--- config.mk ---
export PLATFORM = sky130hd
export DESIGN_NAME = spi_mnrch
export DESIGN_NICKNAME = d
export VERILOG_FILES = /design/src/rtl/spi_mnrch.sv
export SDC_FILE = /design/constraint.sdc
export NUM_CORES = 1
export LEC_CHECK = 0
export CAP_MARGIN = 0
export CORE_MARGIN = 8
export CORE_UTILIZATION = 45
export CTS_CLUSTER_DIAMETER = 50
export DETAILED_ROUTE_END_ITERATION = 12
export MAX_ROUTING_LAYER = met4
export PLACE_DENSITY = 0.76
export SLEW_MARGIN = 20
export SYNTH_ARGS = -nofsm -noshare
export SYNTH_HDL_FRONTEND = slang
export SYNTH_SLANG_ARGS = --single-unit
--- constraint.sdc ---
create_clock -name clk -period 3.7 [get_ports clk]
set_clock_uncertainty 0.15 [all_clocks]
set_input_delay 1.11 -clock clk [delete_from_list [all_inputs] [get_ports clk]]
set_output_delay 1.11 -clock clk [all_outputs]
set_load 0.02 [all_outputs]
--- src/rtl/spi_mnrch.sv ---
// 16-bit SPI monarch, mode 3 (CPOL=1/CPHA=1), full-duplex single-word transfers.
// SCLK is clk/32 with a 9-clk front porch and 15-clk back porch around SS_n.
module spi_mnrch (
    input  logic        clk,
    input  logic        rst_n,
    input  logic        snd,
    input  logic [15:0] cmd,
    input  logic        MISO,
    output logic        done,
    output logic [15:0] resp,
    output logic        SS_n,
    output logic        SCLK,
    output logic        MOSI
);

    typedef enum logic [1:0] {
        IDLE  = 2'd0,
        FRONT = 2'd1,
        SHIFT = 2'd2,
        BACK  = 2'd3
    } state_t;

    localparam logic [4:0] DIV_IDLE = 5'b10111;
    localparam logic [4:0] DIV_FALL = 5'b11111;
    localparam logic [4:0] DIV_RISE = 5'b01111;

    state_t      state_r;
    state_t      nxt_state_s;
    logic [4:0]  sclk_div_r;
    logic [15:0] shft_reg_r;
    logic [3:0]  bit_cnt_r;
    logic        miso_smpl_r;

    logic        ld_s;
    logic        cnt_s;
    logic        smpl_s;
    logic        shft_s;
    logic        fin_s;

    assign SCLK = sclk_div_r[4];
    assign resp = shft_reg_r;
    assign MOSI = shft_reg_r[15];

    // State register.
    always_ff @(posedge clk or negedge rst_n) begin
        if (!rst_n) begin
            state_r <= IDLE;
        end else begin
            state_r <= nxt_state_s;
        end
    end

    // Next-state and datapath strobes.
    always_comb begin
        nxt_state_s = state_r;
        ld_s        = 1'b0;
        cnt_s       = 1'b0;
        smpl_s      = 1'b0;
        shft_s      = 1'b0;
        fin_s       = 1'b0;
        case (state_r)
            IDLE: begin
                if (snd) begin
                    ld_s        = 1'b1;
                    nxt_state_s = FRONT;
                end else begin
                    nxt_state_s = IDLE;
                end
            end
            FRONT: begin
                // The first SCLK fall only launches the serf's MSB; no shift here.
                cnt_s = 1'b1;
                if (sclk_div_r == DIV_FALL) begin
                    nxt_state_s = SHIFT;
                end else begin
                    nxt_state_s = FRONT;
                end
            end
            SHIFT: begin
                cnt_s = 1'b1;
                if (sclk_div_r == DIV_RISE) begin
                    smpl_s = 1'b1;
                    if (bit_cnt_r == 4'd15) begin
                        nxt_state_s = BACK;
                    end else begin
                        nxt_state_s = SHIFT;
                    end
                end else if (sclk_div_r == DIV_FALL) begin
                    shft_s      = 1'b1;
                    nxt_state_s = SHIFT;
                end else begin
                    nxt_state_s = SHIFT;
                end
            end
            BACK: begin
                // Final shift happens without letting SCLK fall again.
                if (sclk_div_r == DIV_FALL) begin
                    shft_s      = 1'b1;
                    fin_s       = 1'b1;
                    nxt_state_s = IDLE;
                end else begin
                    cnt_s       = 1'b1;
                    nxt_state_s = BACK;
                end
            end
            default: begin
                nxt_state_s = IDLE;
            end
        endcase
    end

    // SCLK divider and bit counter.
    always_ff @(posedge clk or negedge rst_n) begin
        if (!rst_n) begin
            sclk_div_r <= DIV_IDLE;
            bit_cnt_r  <= 4'd0;
        end else begin
            if (fin_s) begin
                sclk_div_r <= DIV_IDLE;
            end else if (cnt_s) begin
                sclk_div_r <= sclk_div_r + 5'd1;
            end else begin
                sclk_div_r <= sclk_div_r;
            end
            if (ld_s) begin
                bit_cnt_r <= 4'd0;
            end else if (shft_s) begin
                bit_cnt_r <= bit_cnt_r + 4'd1;
            end else begin
                bit_cnt_r <= bit_cnt_r;
            end
        end
    end

    // Shift register and MISO sample flop.
    always_ff @(posedge clk or negedge rst_n) begin
        if (!rst_n) begin
            shft_reg_r  <= 16'h0000;
            miso_smpl_r <= 1'b0;
        end else begin
            if (ld_s) begin
                shft_reg_r <= cmd;
            end else if (shft_s) begin
                shft_reg_r <= {shft_reg_r[14:0], miso_smpl_r};
            end else begin
                shft_reg_r <= shft_reg_r;
            end
            if (smpl_s) begin
                miso_smpl_r <= MISO;
            end else begin
                miso_smpl_r <= miso_smpl_r;
            end
        end
    end

    // Serf select and sticky completion flag.
    always_ff @(posedge clk or negedge rst_n) begin
        if (!rst_n) begin
            SS_n <= 1'b1;
            done <= 1'b0;
        end else begin
            if (ld_s) begin
                SS_n <= 1'b0;
                done <= 1'b0;
            end else if (fin_s) begin
                SS_n <= 1'b1;
                done <= 1'b1;
            end else begin
                SS_n <= SS_n;
                done <= done;
            end
        end
    end

endmodule
* Word-level counts from Yosys, hierarchy flattened *
Cells that the tools add are included.

cells by class
  multiplexer cells = 24
  add/subtract/negate cells = 2
  equal/unequal tests = 6
  reductions and logical operators = 5

operators with widths
  cell                                                              number
  16-bit two-way mux                                                2
  1-bit two-way mux                                                 12
  5-bit two-way mux                                                 2
  4-bit two-way mux                                                 2
  2-bit one-hot mux with 4 select lines                             1
  2-bit two-way mux                                                 3
  2-bit nonzero test                                                3
  5-bit by 1-bit adder with 5-bit output (second input constant)    1
  5-bit by 4-bit == test with 1-bit output (second input constant)  1
  5-bit == test (second input constant)                             1
  4-bit by 1-bit adder with 4-bit output (second input constant)    1
  2-bit == test (second input constant)                             2
  4-bit == test (second input constant)                             1
  1-bit one-hot mux with 2 select lines                             2
  2-bit by 1-bit == test with 1-bit output (second input constant)  1
  2-bit logical NOT                                                 1
  2-bit OR reduction                                                1

storage, ports and cells
  register bits = 30
  bits of input ports = 20
  output and inout bits = 20
  logic and storage cells = 44

* Longest topological paths before layout *
  word-level depth = 6
  gate-level depth with buffers = 8

* Worst setup path after synthesis *
No wires, ideal clock.

  kind = input -> register
  start = in snd
  end = reg shft_reg_r[0] (netlist: resp[0])
  slack = 1126 ps
  required time = 3425 ps
  stages = 4
  arrival time = 2299 ps
  cell sequence = nor3b_4 > buf_2 > mux2_2 > mux2_4

on the way
  cells in the longest elaborated chain, start to end = 3
  elaborated cells on any way between the ends = 4
  classes of those cells = 3 x mux; 1 x reduce/logical

ends and longest elaborated chain
  element                                                   RTL line  source
  start: declaration                                        6         input logic snd,
  1-bit two-way mux (*)                                     63        if (snd) begin
  1-bit two-way mux (*)                                     61        case (state_r)
  16-bit two-way mux or 2-bit nonzero test (tied branches)  -
  end signal: assignment                                    142       shft_reg_r <= cmd;
  end signal: assignment                                    144       shft_reg_r <= {shft_reg_r[14:0], miso_smpl_r};
  end signal: assignment                                    146       shft_reg_r <= shft_reg_r;
  end: declaration                                          30        logic [15:0] shft_reg_r;

Every way passes the cells marked *; elsewhere a longest branch is shown, timed or not.
A chain may end at the register's enable or synchronous reset.

* Final worst setup path *
  start = in snd
  end = reg shft_reg_r[14] (netlist: resp[14])

Same word-level chain as after synthesis.

==> results.env <==
RESULT_OF_THE_RUN='finished, final reports clean'
ROUTEDWLPERCELL_UM=15.50
FINALCRITICALPERIOD_PS=2779
NUMBER_OF_REMAINING_DRC_ERRORS=0
GRT_UTIL_ALL_LAYERS=0.1290
DRTPASS1ITERATIONS=4
GRT_MAX_DEGREE=31
POST-SYNTH-TOP-AREA-FRACTION=0.3946
VIASPERCELL=5.193
SYNTH_AREA_UM2=1585
CTS_RESIZED=0
POST-ROUTE-UTIL=0.6209
FINAL_HOLD_VIOS=0
CLOCK-ROOT-BUFFER='clkbuf_4'
CTS.SINK_COUNT=30
PORT_BUFFERS=39
GLOBALROUTEOVERFLOWTOTAL=0
NET_TOTAL_IN_THE_FINAL_LAYOUT=190
SYNTH_TOP_CELLS_BY_AREA='dfrtp_1 39%, mux2_2 18%, mux2_4 9.5%'
DESIGN.DIE.AREA_UM2=5678
SLEW_AT_THE_PIN_CLOSEST_TO_ITS_MAX_SLEW_LIMIT_PS=614.9
CRIT_PATH_TOP_DELAY_CELL='clkdlybuf4s50_1'
WORST_SKEW_PAIR.LATE_LATENCY_PS=320
POST_CTS_BUFFERS=0
CELLLEAKAGEPOWER_nW=0.9359
CRITICAL_PATH.MOST_COMMON_CELL='buf_4'
CTS.PATH.MAX_BUFFERS=2
START_UTIL=0.4714
PLACE_CONGESTION=0.7169
MOST_FREQUENT_STANDARD_CELL_IN_THE_LAYOUT_EXCLUDING_FILL_AND_TAP_CELLS='clkdlybuf4s50_1'
TIMING.CRITICAL_PATH.CELLS='clkdlybuf4s50_1 > nor3b_4 > buf_4 > a21o_1 > buf_4 > mux2_2'
SYNTH_CELLS=123
HPWL_UM=2419
PATH_BUF_INV=3
CRITICAL-PATH-MAX-STAGE-DELAY_PS=510
TOP_LEVEL_PORTS=40
NUMBER_OF_STANDARD_CELL_ROWS_IN_THE_FLOORPLAN=21
SYNTHESIS_TO_LAYOUT_AREA_GROWTH_PCT=31.73
NUMCTSBUFFERS=5
NUM_ANTENNA_CELLS=0
POST_CTS_HOLD_BUFFER_COUNT=0
YOSYS_REGISTER_BITS=30
DRIVE_GT1_FRAC=0.3133
FAMILY_WITH_THE_MOST_DELAY_ON_THE_WORST_PATH='buffers and inverters'
HOLD_PATH.CLASS='register to register'
NETLIST-CELL-TYPE-COUNT=30
CLOCK_TREE_FROM_TRITONCTS='yes'
WIRE_LENGTH_OF_THE_FIRST_GLOBAL_ROUTING_PASS_UM=5409
FINAL_MIN_PERIOD_OVER_CLOCK_PERIOD=0.7512
LAYOUTNONFILLERINSTCOUNT=212
MAX_SLEW_MARGIN=0.5901
TIMING_LIMITED_MAXIMUM_FREQUENCY_GHz=0.3598
IR_DROP_uV=438.7
ROUTE.VIAS.TOTAL=1101
FIRST_GLOBAL_VIAS=1154
SYNTH_AREA_PER_CELL_UM2=12.89
SYNTH-WARNING-COUNT=0
GRT_ANTENNA_BEFORE_REPAIR=0
WORSTSETUPPATHTYPE='primary input to register'
SYNTH_TOP_CELL_BY_AREA='dfrtp_1'
CORE_AREA_UM2=3363
MAXCAPVIOLATIONS=0
DATA_ARRIVAL_CRITICAL_PATH_PS=2830
DP.CELLS=204
WORST_SETUP_PATH_END_KIND='register'
SLEW_VIOL_FINAL=0
SETUP_TOTAL_NEGATIVE_SLACK_PS=0
FINALWIRELENGTH_UM=3285
RSZ0062_AT_GRT='false'
POWER.TOTAL_mW=1.655
WORSTSETUPSTARTPOINTTYPE='primary input'
POSTROUTEANTENNANETS=0
HIGHEST_COUNT_CELLS_IN_THE_LAYOUT_IGNORING_FILL_AND_TAPS='39 x clkdlybuf4s50_1, 25 x mux2_2, 25 x dfrtp_1'
CTS.REPORTEDPATHS.CLKPINSLEW_PS=90
DRT_FIRST_ITER_VIOLATIONS=78
FINALSETUPVIOLCOUNT=0
SYNTHESIZED_NETLIST_NET_COUNT=148
CRITICAL_PATH_REQUIRED_PS=3750
POWERDENSITY_nW_PER_UM2=792.3
WORST-PATH-MAX-FANOUT=18
HTREE_NUM_LEVELS=2
FP.DIEH_UM=75.36
FLOORPLAN.DIE.WIDTH_UM=75.36
YOSYSSEQAREASHARE=0.4775
==> where the power goes <==
group | internal [mW] | leakage [nW] | switching [mW]
registers | 0.488 | 0.368 | 0.152
logic | 0.447 | 0.523 | 0.329
clock network | 0.130 | 0.0446 | 0.110
total | 1.06 | 0.936 | 0.590
==> final timing paths <==
path / start / end / slack (ps) / depth (start not counted)
max: snd / resp[14] / 920 / 6
min: bit_cnt_r[3] / bit_cnt_r[3] / 340 / 1
max reg2reg: sclk_div_r[0] / resp[14] / 1280 / 7
min reg2reg: bit_cnt_r[3] / bit_cnt_r[3] / 340 / 1
max in group asynchronous: rst_n / SS_n / 2070 / 2
min in group asynchronous: rst_n / state_r[0] / 1010 / 2
==> metal layers <==
| metal | GRT usage | share of wire | vias up |
|---|---|---|---|
| li1 | - | - | 528 |
| met1 | 0.1489 | 0.45 | 538 |
| met2 | 0.1937 | 0.48 | 33 |
| met3 | 0.05132 | 0.071 | 2 |
| met4 | 0.05757 | 0.0046 | 0 |
| met5 | - | 0 | - |
==> cell usage after synthesis <==
| library cell | number |
|---|---|
| buf_2 | 1 |
| nor2b_1 | 2 |
| buf_4 | 1 |
| dfrtp_1 | 25 |
| a221oi_1 | 1 |
| a21oi_1 | 5 |
| nand3_1 | 2 |
| and4_1 | 1 |
| a21o_1 | 1 |
| inv_1 | 3 |
| buf_6 | 2 |
| o21ai_0 | 5 |
| and2_1 | 1 |
| nand3b_1 | 1 |
| o2111ai_1 | 1 |
| nand2b_1 | 1 |
| mux2i_1 | 3 |
| mux2_2 | 25 |
| ha_1 | 5 |
| clkbuf_1 | 3 |
| a221o_1 | 2 |
| mux2_4 | 10 |
| nor2_1 | 6 |
| xor2_1 | 2 |
| dfstp_2 | 5 |
| nor3b_4 | 1 |
| a31oi_1 | 1 |
| a22oi_1 | 1 |
| nand2_1 | 4 |
| and3_1 | 2 |
==> kinds of logic after synthesis <==
family | Yosys count | share of synthesized area
mux | 38 | 0.2912
flops | 30 | 0.4775
simple gates | 21 | 0.07577
compound gates | 17 | 0.06867
buf+inv | 10 | 0.03630
fa+ha+maj | 5 | 0.03946
xor+xnor | 2 | 0.01105
==> stage by stage <==
stage	worst slack, ps	hold WS, ps	area [µm²]
after floorplan	1126	289.2	1585
after global placement	624.8	312.7	2009
after detailed placement	579.5	333.8	2009
after CTS	897.1	345.7	2088
after global routing	852.2	379.3	2088
final	920.6	343.3	2088
==> flip-flops by register name, summed over array words and instances (netlist names) <==
| signal | flops |
|---|---|
| miso_smpl_r | 1 |
| bit_cnt_r | 4 |
| done | 1 |
| sclk_div_r | 5 |
| SS_n | 1 |
| state_r | 2 |
| resp | 16 |
==> layout make-up <==
| type | count | area (µm²) |
|---|---|---|
| clock buffers | 8 | 78.83 |
| fillers | 293 | 1275 |
| inverters | 3 | 11.26 |
| multi-input cells | 83 | 770.7 |
| flip-flops and latches | 30 | 757.0 |
| well taps | 46 | 57.56 |
| repair buffers | 42 | 412.9 |
Note: power is estimated with default switching activity, not from simulation.
